File: config.mk
export PLATFORM = sky130hd
export DESIGN_NAME = bcd_counter
export DESIGN_NICKNAME = d
export VERILOG_FILES = /design/src/rtl/bcd_counter_pkg.sv /design/src/rtl/bcd_digit_next.sv /design/src/rtl/bcd_counter.sv
export SDC_FILE = /design/constraint.sdc
export NUM_CORES = 1
export LEC_CHECK = 0
export CAP_MARGIN = 20
export CORE_AREA = 3 3 40 42
export DETAILED_ROUTE_END_ITERATION = 10
export DIE_AREA = 0 0 43 45
export PLACE_DENSITY_LB_ADDON = 0.25
export SLEW_MARGIN = 20
export SYNTH_ARGS = -nofsm -noshare
export SYNTH_HDL_FRONTEND = slang
export SYNTH_HIERARCHICAL = 1
export SYNTH_SLANG_ARGS = --single-unit
File: constraint.sdc
create_clock -name clk -period 1.88 [get_ports clk]
set_input_delay 0.564 -clock clk [delete_from_list [all_inputs] [get_ports clk]]
set_output_delay 0.564 -clock clk [all_outputs]
set_load 0.01 [all_outputs]
File: src/rtl/bcd_counter_pkg.sv
// Shared types, constants and helpers for the single-digit BCD counter.
// Imported by bcd_digit_next and bcd_counter.
package bcd_counter_pkg;

    typedef logic [3:0] bcd_t;

    localparam bcd_t BCD_ZERO = 4'd0;
    localparam bcd_t BCD_MAX  = 4'd9;

    function automatic logic is_legal_bcd(bcd_t value);
        return (value <= BCD_MAX);
    endfunction

endpackage

File: src/rtl/bcd_digit_next.sv
// Combinational next-digit logic: wraps at `wrap` and recovers from any code above it.
// Priority: exact wrap first, then out-of-range recovery, then plain increment.
module bcd_digit_next
    import bcd_counter_pkg::*;
(
    input  logic [3:0] cur,
    input  logic [3:0] wrap,
    output logic [3:0] nxt,
    output logic       wrapped
);

    // Only a true wrap reports `wrapped`; illegal-code recovery stays silent.
    always_comb begin
        nxt     = cur + 4'd1;
        wrapped = 1'b0;
        if (cur == wrap) begin
            nxt     = BCD_ZERO;
            wrapped = 1'b1;
        end else if (cur > wrap) begin
            nxt     = BCD_ZERO;
        end
    end

endmodule

File: src/rtl/bcd_counter.sv
// Free-running single-digit BCD counter with synchronous reset.
// Define BCD_COUNTER_CARRY_EN to add the registered one-cycle `carry` wrap pulse.
module bcd_counter
    import bcd_counter_pkg::*;
#(
    parameter logic [3:0] RESET_VALUE = 4'd0,
    parameter logic [3:0] WRAP_VALUE  = 4'd9
) (
    input  logic       clk,
    input  logic       rst,
`ifdef BCD_COUNTER_CARRY_EN
    output logic       carry,
`endif
    output logic [3:0] bcd
);

    if (!is_legal_bcd(RESET_VALUE)) begin : g_bad_reset_value
        $error("bcd_counter: RESET_VALUE must be in 0..9");
    end
    if (WRAP_VALUE == BCD_ZERO || !is_legal_bcd(WRAP_VALUE)) begin : g_bad_wrap_value
        $error("bcd_counter: WRAP_VALUE must be in 1..9");
    end

    logic [3:0] bcd_q;
    logic [3:0] bcd_d;
    logic [3:0] nxt;
    logic       wrapped;

    bcd_digit_next u_next (
        .cur     (bcd_q),
        .wrap    (WRAP_VALUE),
        .nxt     (nxt),
        .wrapped (wrapped)
    );

    // Reset has priority over counting.
    always_comb begin
        bcd_d = nxt;
        if (rst) begin
            bcd_d = RESET_VALUE;
        end
    end

    always_ff @(posedge clk) begin
        bcd_q <= bcd_d;
    end

    assign bcd = bcd_q;

`ifdef BCD_COUNTER_CARRY_EN
    logic carry_q;
    logic carry_d;

    always_comb begin
        carry_d = wrapped;
        if (rst) begin
            carry_d = 1'b0;
        end
    end

    always_ff @(posedge clk) begin
        carry_q <= carry_d;
    end

    assign carry = carry_q;
`else
    logic unused_wrapped;
    assign unused_wrapped = wrapped;
`endif

endmodule

; ---- Yosys cells after proc, flatten, opt, wreduce, memory -nomap -nowiden
; Index checks and enable logic that the tools add are counted.
[op_classes]
addsub = 1
n_lt_le_gt_ge = 1
eq_ne = 1
n_reduce_logical = 1
[ops]
columns = cell, n
row1 = $add A4 B1 Y4 const B, 1
row2 = $eq A4 B4 Y1 const B, 1
row3 = $gt A4 B4 Y1 const B, 1
row4 = $reduce_or A3 Y1, 1
[word_totals]
regBits = 4
in_bits = 2
elab_cells = 5

; ---- Longest topological paths before layout
[depth]
depth_word = 2
mapped_depth = 6
ltp_nobuf = 6

; ---- Modules after synthesis
; Netlist, hierarchy kept.
[by_module_without_submodules]
columns = mod, instances, cells_each, area_each_um2
row1 = bcd_digit_next, 1, 21, 160.2
row2 = bcd_counter, 1, 10, 112.6

; ---- Worst setup path before layout
; No wires, ideal clock.
[synth_path]
kind = register -> register
from = register bcd_q[0], in the netlist bcd[0]
to = register bcd_q[0], in the netlist bcd[0]
setup_time_ps = 65
arrival_time_ps = 1439
setup_slack_ps = 376
path_stages_with_launch = 7
synth_period_minus_slack_ps = 1504
path_cell_list = dfxtp_1 inv_1 ha_1 nand2b_1 a2111o_1 a21oi_1 nor2b_1
[synth_via]
elab_chain_cells = 2
[synth_lines]
columns = element, line
row1 = start: declaration, bcd_counter.sv:24  ; logic [3:0] bcd_q;
row2 = start signal: assignment, bcd_counter.sv:45  ; bcd_q <= bcd_d;
row3 = $gt A4 B4 Y1 / $eq A4 B4 Y1 (equally long branches), "bcd_digit_next.sv:19, bcd_digit_next.sv:16"
row4 = $reduce_or A3 Y1 (no line), --
; Several ways; a longest one is shown, not always the timed one.
; A chain may end at the register's enable or synchronous reset.

; ---- Worst setup path after layout
[layout_path]
from = register bcd_q[2], in the netlist bcd[2]
to = output bcd[2]
[layout_lines]
columns = element, line
row1 = end: declaration, bcd_counter.sv:14  ; output logic [3:0] bcd
; No word-level cell between the ends.

==> impl_metrics.ini <==
[status]
outcome = complete, no violations

[drt]
drt_iter0_markers = 1
wl_um = 431
ant_nets = 0
via_per_inst = 3.709
vias = 204
drc_errors = 0
dr.pass1.iters = 2
wire_per_inst_um = 7.836

[grt]
grt_pass1_wl_um = 703
grtUsageTotal = 0.05667
overflow = 0
grt_pass1_vias = 179
antenna_found_initial = 0
grt_max_degree = 6

[sta]
drv_slew = 0
fin_crit_sh = 0.9249
fmax_mhz = 575.1
rsz0062_at_grt = no
finalSetupViolations = 0
tns_ns = 0
final-hold-violation-count = 0
skew_ns = 0.001241
final.setup.worst_slack_ns = 0.1411
period_minus_slack_ns = 1.739

[floorplan]
die_y_um = 45
die_width_um = 43
core_area_sq_um = 1285
fp.dieArea_sq_um = 1935
start_util = 0.2055
io_pins = 6
num_rows = 13

[cts]
cts_setup_buffers = 0
cts_hold_buf = 0
htreeDepth = 1
cts_tree = done
worstSkewPairLatency_ns = 0.23
ctsResizeCount = 0
cts_inserted_buffers = 3
numClockSinks = 4
clk_pin_slew_worst_paths_ns = 0.03
root_buffer = clkbuf_4
clk_path_buf_depth = 2

[power]
ir_drop_v = 0.0002381
cellLeakagePower_nw = 0.1717
p_total_mw = 0.2801
p_per_area_nw_per_um2 = 771.8

[critical_path]
critPathMaxStageDelay_ns = 0.56
critPathKind = reg -> out
slowest_stage = clkdlybuf4s50_1
critPathTopFamily = buffers and inverters
cp.arrival_ns = 1.17
crit_buf_inv = 1
endpoint_kind = output pin
crit_fanout = 4
crit_chain = clkdlybuf4s50_1
cp.required_ns = 1.32
worstSetupStartpointType = flip-flop

[placement]
portBuffers = 5
hpwl_um = 371.2
dp.cells = 52
place_congestion = 0.5740
dp_worst_setup_slack_ns = 0.3215

[logic_synthesis]
avgSynthCellArea_sq_um = 8.800
synthCells = 30
yosys_warnings = 6
netlist_area_sq_um = 264.0

[layout]
largest_reg_flops = 4
areaGrowthSynthToFinish_pct = 37.44
final_cells = 55
nNetsFinal = 49
drive_gt1_frac = 0.07500
num_antenna_cells = 0

[worst_hold_path]
hp-class = reg -> reg

[job]
cap_violations = 0
## stage by stage
stage	util	area, sq um	hold slack (ns)
final	0.2824	362.8	0.6136
after global routing	0.2824	362.8	0.6616
after CTS	0.2824	362.8	0.6188
after detailed placement	0.2648	340.3	0.6145
after global placement	0.2648	340.3	0.6018
after floorplan	-	271.5	0.5999
## power breakdown
part           switching, mW  leakage, nW  total, mW  internal, mW
sequential           0.00972       0.0328      0.104        0.0940
clock                 0.0311       0.0138      0.102        0.0711
combinational         0.0315        0.125     0.0741        0.0426
## worst paths after layout
check              start  endpoint  slack (ns)  cells past startpoint
setup / recovery  bcd[2]    bcd[2]        0.14                      1
hold reg to reg   bcd[0]    bcd[0]        0.61                      2
hold / removal    bcd[0]    bcd[0]        0.61                      2
setup reg to reg  bcd[0]    bcd[3]        0.32                      6
## worst reg2reg max path, delay by kind of cell, from the launching register on
kind,cells,cell delay (ns)
AO/OA/AOI/OAI,2,0.62
adder cells (fa/ha/maj),1,0.21
buffers and inverters,1,0.07
flip-flops,1,0.33
AND/OR/NAND/NOR,2,0.26
## metal layers
layer  vias to the layer above  GRT usage  wire, um
li1                        116          -         -
met1                        80    0.06039       200
met2                         6    0.06287       178
met3                         2    0.03984        36
met4                         0    0.07229        14
met5                         -          0         0
## layout by cell type (no fill, tap or decap)
cell,count
dfxtp_1,4
clkdlybuf4s50_1,5
nor2b_1,4
xnor2_1,1
nand3_1,1
nand2b_1,2
inv_1,4
xor2_1,1
a21oi_1,3
ha_1,5
conb_1,4
a2111o_1,1
a21boi_1,1
o21ai_0,1
clkbuf_4,3
## final cells by class
cell class                      instances  area [sq um]
Tap cell                               15         18.77
Sequential cell                         4         80.08
Clock buffer                            3         22.52
Multi-Input combinational cell         24         176.4
Fill cell                             151         922.1
Inverter                                4         15.01
Timing Repair Buffer                    5         50.05
Power figures use the tool's default switching activity.
